File: src/rtl/button_debouncer.sv
// Push-button conditioner: synchronizes and debounces an active-low button,
// then reports press/release/long-press pulses and a held level.
module button_debouncer #(
  parameter int unsigned DEBOUNCE_CYCLES   = 500000,
  parameter int unsigned LONG_PRESS_CYCLES = 50000000
) (
  input  logic clock,
  input  logic reset_n,
  input  logic button_n,
  output logic pressed,
  output logic released,
  output logic long_press,
  output logic held
);

  localparam int unsigned DB_W   = (DEBOUNCE_CYCLES > 1) ? $clog2(DEBOUNCE_CYCLES) : 1;
  localparam int unsigned HOLD_W = $clog2(LONG_PRESS_CYCLES);
  localparam logic [DB_W-1:0]   DB_LAST   = DB_W'(DEBOUNCE_CYCLES - 1);
  localparam logic [HOLD_W-1:0] HOLD_LAST = HOLD_W'(LONG_PRESS_CYCLES - 1);

  typedef enum logic [1:0] {
    IDLE = 2'b00,
    HELD = 2'b01,
    LONG = 2'b10
  } state_t;

  logic              r_s1;
  logic              r_s2;
  logic              r_db_n;
  logic [DB_W-1:0]   r_db_cnt;
  logic              r_held;
  logic              r_pressed;
  logic              r_released;
  logic              r_long_press;
  logic [HOLD_W-1:0] r_hold_cnt;
  state_t            r_state;

  logic              w_press;
  logic              w_release;
  state_t            w_state_nxt;
  logic [HOLD_W-1:0] w_hold_cnt_nxt;
  logic              w_long_press_nxt;

  // Two-flop synchronizer; idles released (high).
  always_ff @(posedge clock or negedge reset_n) begin
    if (!reset_n) begin
      r_s1 <= 1'b1;
      r_s2 <= 1'b1;
    end else begin
      r_s1 <= button_n;
      r_s2 <= r_s1;
    end
  end

  // Accept a new level only after it has persisted DEBOUNCE_CYCLES edges.
  always_ff @(posedge clock or negedge reset_n) begin
    if (!reset_n) begin
      r_db_n   <= 1'b1;
      r_db_cnt <= '0;
    end else if (r_s2 == r_db_n) begin
      r_db_cnt <= '0;
    end else if (r_db_cnt == DB_LAST) begin
      r_db_n   <= r_s2;
      r_db_cnt <= '0;
    end else begin
      r_db_cnt <= r_db_cnt + DB_W'(1);
    end
  end

  // r_held lags r_db_n by one edge, so their disagreement marks an accepted edge.
  assign w_press   = ~r_db_n & ~r_held;
  assign w_release =  r_db_n &  r_held;

  always_ff @(posedge clock or negedge reset_n) begin
    if (!reset_n) begin
      r_held     <= 1'b0;
      r_pressed  <= 1'b0;
      r_released <= 1'b0;
    end else begin
      r_held     <= ~r_db_n;
      r_pressed  <= w_press;
      r_released <= w_release;
    end
  end

  // Hold-time FSM state register.
  always_ff @(posedge clock or negedge reset_n) begin
    if (!reset_n) begin
      r_state      <= IDLE;
      r_hold_cnt   <= '0;
      r_long_press <= 1'b0;
    end else begin
      r_state      <= w_state_nxt;
      r_hold_cnt   <= w_hold_cnt_nxt;
      r_long_press <= w_long_press_nxt;
    end
  end

  // Release is checked before the threshold so it wins a same-edge tie.
  always_comb begin
    w_state_nxt      = r_state;
    w_hold_cnt_nxt   = r_hold_cnt;
    w_long_press_nxt = 1'b0;
    case (r_state)
      IDLE: begin
        if (w_press) begin
          w_state_nxt    = HELD;
          w_hold_cnt_nxt = '0;
        end
      end
      HELD: begin
        if (w_release) begin
          w_state_nxt    = IDLE;
          w_hold_cnt_nxt = '0;
        end else if (r_hold_cnt == HOLD_LAST) begin
          w_state_nxt      = LONG;
          w_long_press_nxt = 1'b1;
        end else begin
          w_hold_cnt_nxt = r_hold_cnt + HOLD_W'(1);
        end
      end
      LONG: begin
        if (w_release) begin
          w_state_nxt    = IDLE;
          w_hold_cnt_nxt = '0;
        end
      end
      default: begin
        w_state_nxt    = IDLE;
        w_hold_cnt_nxt = '0;
      end
    endcase
  end

  assign pressed    = r_pressed;
  assign released   = r_released;
  assign long_press = r_long_press;
  assign held       = r_held;

endmodule

File: config.mk
export PLATFORM = sky130hd
export DESIGN_NAME = button_debouncer
export DESIGN_NICKNAME = d
export VERILOG_FILES = /design/src/rtl/button_debouncer.sv
export SDC_FILE = /design/constraint.sdc
export NUM_CORES = 1
export LEC_CHECK = 0
export ABC_AREA = 1
export CORE_MARGIN = 2
export CORE_UTILIZATION = 59
export DETAILED_ROUTE_END_ITERATION = 8
export MAX_ROUTING_LAYER = met4
export PLACE_DENSITY_LB_ADDON = 0.12
export SLEW_MARGIN = 10
export SYNTH_ARGS = -nofsm -noshare
export SYNTH_HDL_FRONTEND = slang
export SYNTH_SLANG_ARGS = --single-unit
File: constraint.sdc
create_clock -name clock -period 2.4 [get_ports clock]
set_clock_uncertainty 0.05 [all_clocks]
set_input_delay 0.48 -clock clock [delete_from_list [all_inputs] [get_ports clock]]
set_output_delay 0.48 -clock clock [all_outputs]
set_load 0.01 [all_outputs]
# ---- After elaboration in Yosys (flattened, before gate mapping)
# Index checks and enable logic that the tools add are counted.
dict set report classes {
  eq_ne 9
  reduce_logical 4
  bitwise_logic 5
  muxes 15
  order_cmp 0
  shifts 0
  div_mod_pow 0
  mul 0
  addsub 2
}
# cell count
set op_table {}
lappend op_table {{$mux W26} 4}
lappend op_table {{$pmux W26 S3} 1}
lappend op_table {{$mux W19} 2}
lappend op_table {{$add A26 B1 Y26 const B} 1}
lappend op_table {{$eq A26 B26 Y1 const B} 1}
lappend op_table {{$add A19 B1 Y19 const B} 1}
lappend op_table {{$eq A19 B19 Y1 const B} 1}
lappend op_table {{$mux W2} 4}
lappend op_table {{$ne A3 B3 Y1 const B} 2}
lappend op_table {{$pmux W2 S3} 1}
lappend op_table {{$reduce_and A3 Y1} 2}
lappend op_table {{$ne A2 B2 Y1 const B} 2}
lappend op_table {{$mux W1} 3}
lappend op_table {{$not A1 Y1} 3}
lappend op_table {{$and A1 B1 Y1} 2}
lappend op_table {{$eq A2 B1 Y1 const B} 1}
lappend op_table {{$eq A2 B2 Y1 const B} 1}
lappend op_table {{$logic_not A2 Y1} 1}
lappend op_table {{$reduce_and A2 Y1} 1}
lappend op_table {{$eq A1 B1 Y1} 1}
dict set report totals {
  mem_count 0
  out_inout_bits 4
  word_cells 45
  latch_bits 0
  mem_bits_ro 0
  regBits 54
  ramBits 0
}

# ---- Longest topological paths before layout
dict set report logic_depth {
  word_depth 4
  ltp_mapped 11
  ltp_nobuf 10
}

# ---- Least setup slack after synthesis
# No wires, ideal clock.
dict set report synth_path {
  path_type {register -> register}
  start {register r_hold_cnt[0]}
  end {register r_hold_cnt[13]}
  t_required_ns 2.229
  path_buffers 1
  path_stages_with_launch 10
  slack_ns 0.776
  arrival_ns 1.453
  cell_sequence {dfrtp_1 > ha_1 > nand3_2 > clkinv_2 > nand2_2 > nor2_4 > nand3_4 > nand2_4 > buf_6 > o21ai_1}
}
dict set report synth_between {
  elab_chain_cells 4
}
# element line
set synth_lines {}
lappend synth_lines {{start, declared} 35} ;# logic [HOLD_W-1:0] r_hold_cnt;
lappend synth_lines {{start signal, assigned} 94} ;# r_hold_cnt <= w_hold_cnt_nxt;
lappend synth_lines {{$add A26 B1 Y26} 119} ;# w_hold_cnt_nxt = r_hold_cnt + HOLD_W'(1);
lappend synth_lines {{$mux W26} 115} ;# end else if (r_hold_cnt == HOLD_LAST) begin
lappend synth_lines {{$mux W26} 112} ;# if (w_release) begin
lappend synth_lines {{$pmux W26 S3} 104} ;# case (r_state)
# Parallel ways exist; a longest one is shown, timed or not. The select of a mux whose other input is x is not followed.
# A chain may end at the register's enable or synchronous reset.

# ---- Worst setup path after layout
dict set report layout_path {
  start {register r_hold_cnt[0]}
  end {register r_hold_cnt[24]}
}
# Same word-level chain as after synthesis.

==> results.json <==
{
  "async_reset_ff_frac": 1.00,
  "crit_required_ns": 2.58,
  "synth_largest_area_cell": "dfrtp_1",
  "yosys-top-cells-count": "nand2_1, nor2_1, inv_1, dfrtp_1, nand3_1",
  "yosysUniqueCellTypes": 36,
  "crit_fanout": 22,
  "slowest_delay_ns": 0.48,
  "die_h_um": 78.0,
  "drt-initial-drc-count": 286,
  "synth_area_sq_um": 3230,
  "syn_avg_cell_area_sq_um": 7.03,
  "hold_viol": 0,
  "end_kind": "register",
  "slew_headroom": 0.704,
  "drv_cap": 0,
  "h-tree-depth": 2,
  "crit_chain": "ha_1 > nand3_2 > clkinv_2 > nand2_2 > nor2_4 > nand3_4 > nand2_4 > inv_2 > o21ai_1",
  "syn_inst": 460,
  "yosys.cell_count.top_type": "nand2_1",
  "dp_hpwl_mm": 5.56,
  "grt_pass1_wl_mm": 12.7,
  "rsz0062_at_grt": "no",
  "rows": 26,
  "cts_tree": "yes",
  "syn_nets": 465,
  "drt-wirelength-per-cell_um": 14.1,
  "dieWidth_um": 78.0,
  "initial_core_util": 0.621,
  "vias": 2969,
  "ys.warnings.count": 0,
  "hold_class": "input port to async pin",
  "critPathSlowestCell": "dfrtp_1",
  "min_period_over_period": 0.841,
  "drv_slew": 0,
  "clk_pin_slew_ns": 0.10,
  "clkSinkCount": 54,
  "core_area_sq_um": 5200,
  "dp_cells": 531,
  "n_antenna_cell": 0,
  "fin_setup_tns_ns": 0,
  "grt-ovfl-total": 0,
  "synth_seq_cells": 54,
  "status": "completed",
  "clock_latency_ns": 0.30,
  "port_buffers": 6,
  "grt_util_all_layers": 0.272,
  "grt_max_degree": 55,
  "syn2layout_area_growth_pct": 6.73,
  "regArea_sq_um": 1360,
  "antenna_left": 0,
  "power_density_nw_per_um2": 432,
  "synth_top_area_frac": 0.395,
  "ir_drop_mv": 0.270,
  "cp_data_arrival_time_ns": 2.20,
  "final_nets": 473,
  "yosysSeqAreaShare": 0.419,
  "total_power_mw": 1.49,
  "vias_per_cell": 5.51,
  "grt_pass1_vias": 2620,
  "drive_gt1_frac": 0.0704,
  "root_buffer": "clkbuf_8",
  "max_freq_mhz": 495,
  "ios": 7,
  "multi_input_area_sq_um": 1590,
  "whs_ns": 0.100,
  "gp_congestion": 0.955,
  "yosys-top-cells-area": "dfrtp_1, nand2_1, nor2_1",
  "period_needed_ns": 2.02,
  "antenna_found_initial": 0,
  "first_pass_iters": 5,
  "critPathLaunchType": "register",
  "drc": 0,
  "setup_violations": 0,
  "power_leakage_nw": 1.61,
  "cts_resized": 0,
  "ys.flop_type": "dfrtp_1",
  "instances_no_fill": 539,
  "die_area_sq_um": 6090,
  "tightest_slew_ns": 0.444,
  "post_cts_buffers": 0,
  "fillers": 463,
  "clk_path_buf_depth": 2,
  "wirelength_mm": 7.58,
  "path_class": "register to register",
  "postCtsHoldBufs": 0,
  "synth_edf_count": 0,
  "numCtsBuffers": 5
}
-- state kept, by name (all words and copies together) (netlist names) --
signal and count:
r_s1 1, long_press 1, r_db_n 1, released 1, r_db_cnt 19, held 1, r_hold_cnt 26, r_state 2
r_s2 1, pressed 1
-- layout by cell type, fill, tap and decap left out, types with 6 or more instances in the layout --
master    synthesis  final
nor3_1            7      7
xor2_1            8      8
inv_1            62     62
clkbuf_8          0      6
nor2_2            6      6
nand2_1         127    127
nand4_1          26     26
nor2_1           66     66
nand3_1          42     42
o21ai_1          16     16
dfrtp_1          51     51
-- logic make-up after synthesis --
family / Yosys count / synth area share
compound gates: 31 / 0.0519
xor+xnor: 9 / 0.0244
fa+ha+maj: 2 / 0.00774
buf+inv: 73 / 0.0906
flops: 54 / 0.419
simple gates: 291 / 0.406
-- per-stage QoR --
| step | worst slack, ns | utilization | instance area [sq um] |
|---|---|---|---|
| floorplan | 0.776 | - | 3230 |
| global placement | 0.495 | 0.645 | 3360 |
| detailed placement | 0.401 | 0.645 | 3360 |
| CTS | 0.377 | 0.663 | 3450 |
| global route | 0.218 | 0.663 | 3450 |
| finish | 0.381 | 0.663 | 3450 |
-- worst max-delay path, delay by kind of cell, from the launching register on --
| kind | cells | cell delay (ns) |
|---|---|---|
| compound gates | 1 | 0.14 |
| simple gates | 5 | 0.75 |
| buf+inv | 2 | 0.24 |
| fa+ha+maj | 1 | 0.31 |
| flops | 1 | 0.48 |
-- final timing paths --
kind,cells past startpoint,endpoint,from,slack (ns)
max,9,r_hold_cnt[24],r_hold_cnt[0],0.38
max in group asynchronous,2,r_db_n,reset_n,1.90
min in group clock,0,r_s2,r_s1,0.31
max reg2reg,9,r_hold_cnt[24],r_hold_cnt[0],0.38
min reg2reg,0,r_s2,r_s1,0.31
min,2,r_hold_cnt[24],reset_n,0.10
-- power breakdown --
group / internal [mW] / leakage (nW) / switching [mW]
combinational: 0.0103 / 0.839 / 0.0287
clock: 0.239 / 0.0489 / 0.291
sequential: 0.916 / 0.721 / 0.00502
-- layout make-up --
type | instances | share of cell area
clock buffers | 7 | 0.0250
clock inverters | 1 | 0.00254
inverters | 67 | 0.0732
multi-input cells | 333 | 0.459
well taps | 70 | 0.0254
flip-flops and latches | 54 | 0.393
repair buffers | 7 | 0.0218
-- metal layers --
metal | vias to the layer above | GRT usage | routed length [um]
li1 | 1481 | - | -
met1 | 1377 | 0.423 | 3790
met2 | 105 | 0.386 | 3270
met3 | 6 | 0.0356 | 460
met4 | 0 | 0.0509 | 53
met5 | - | - | 0
Power figures use the tool's default switching activity.
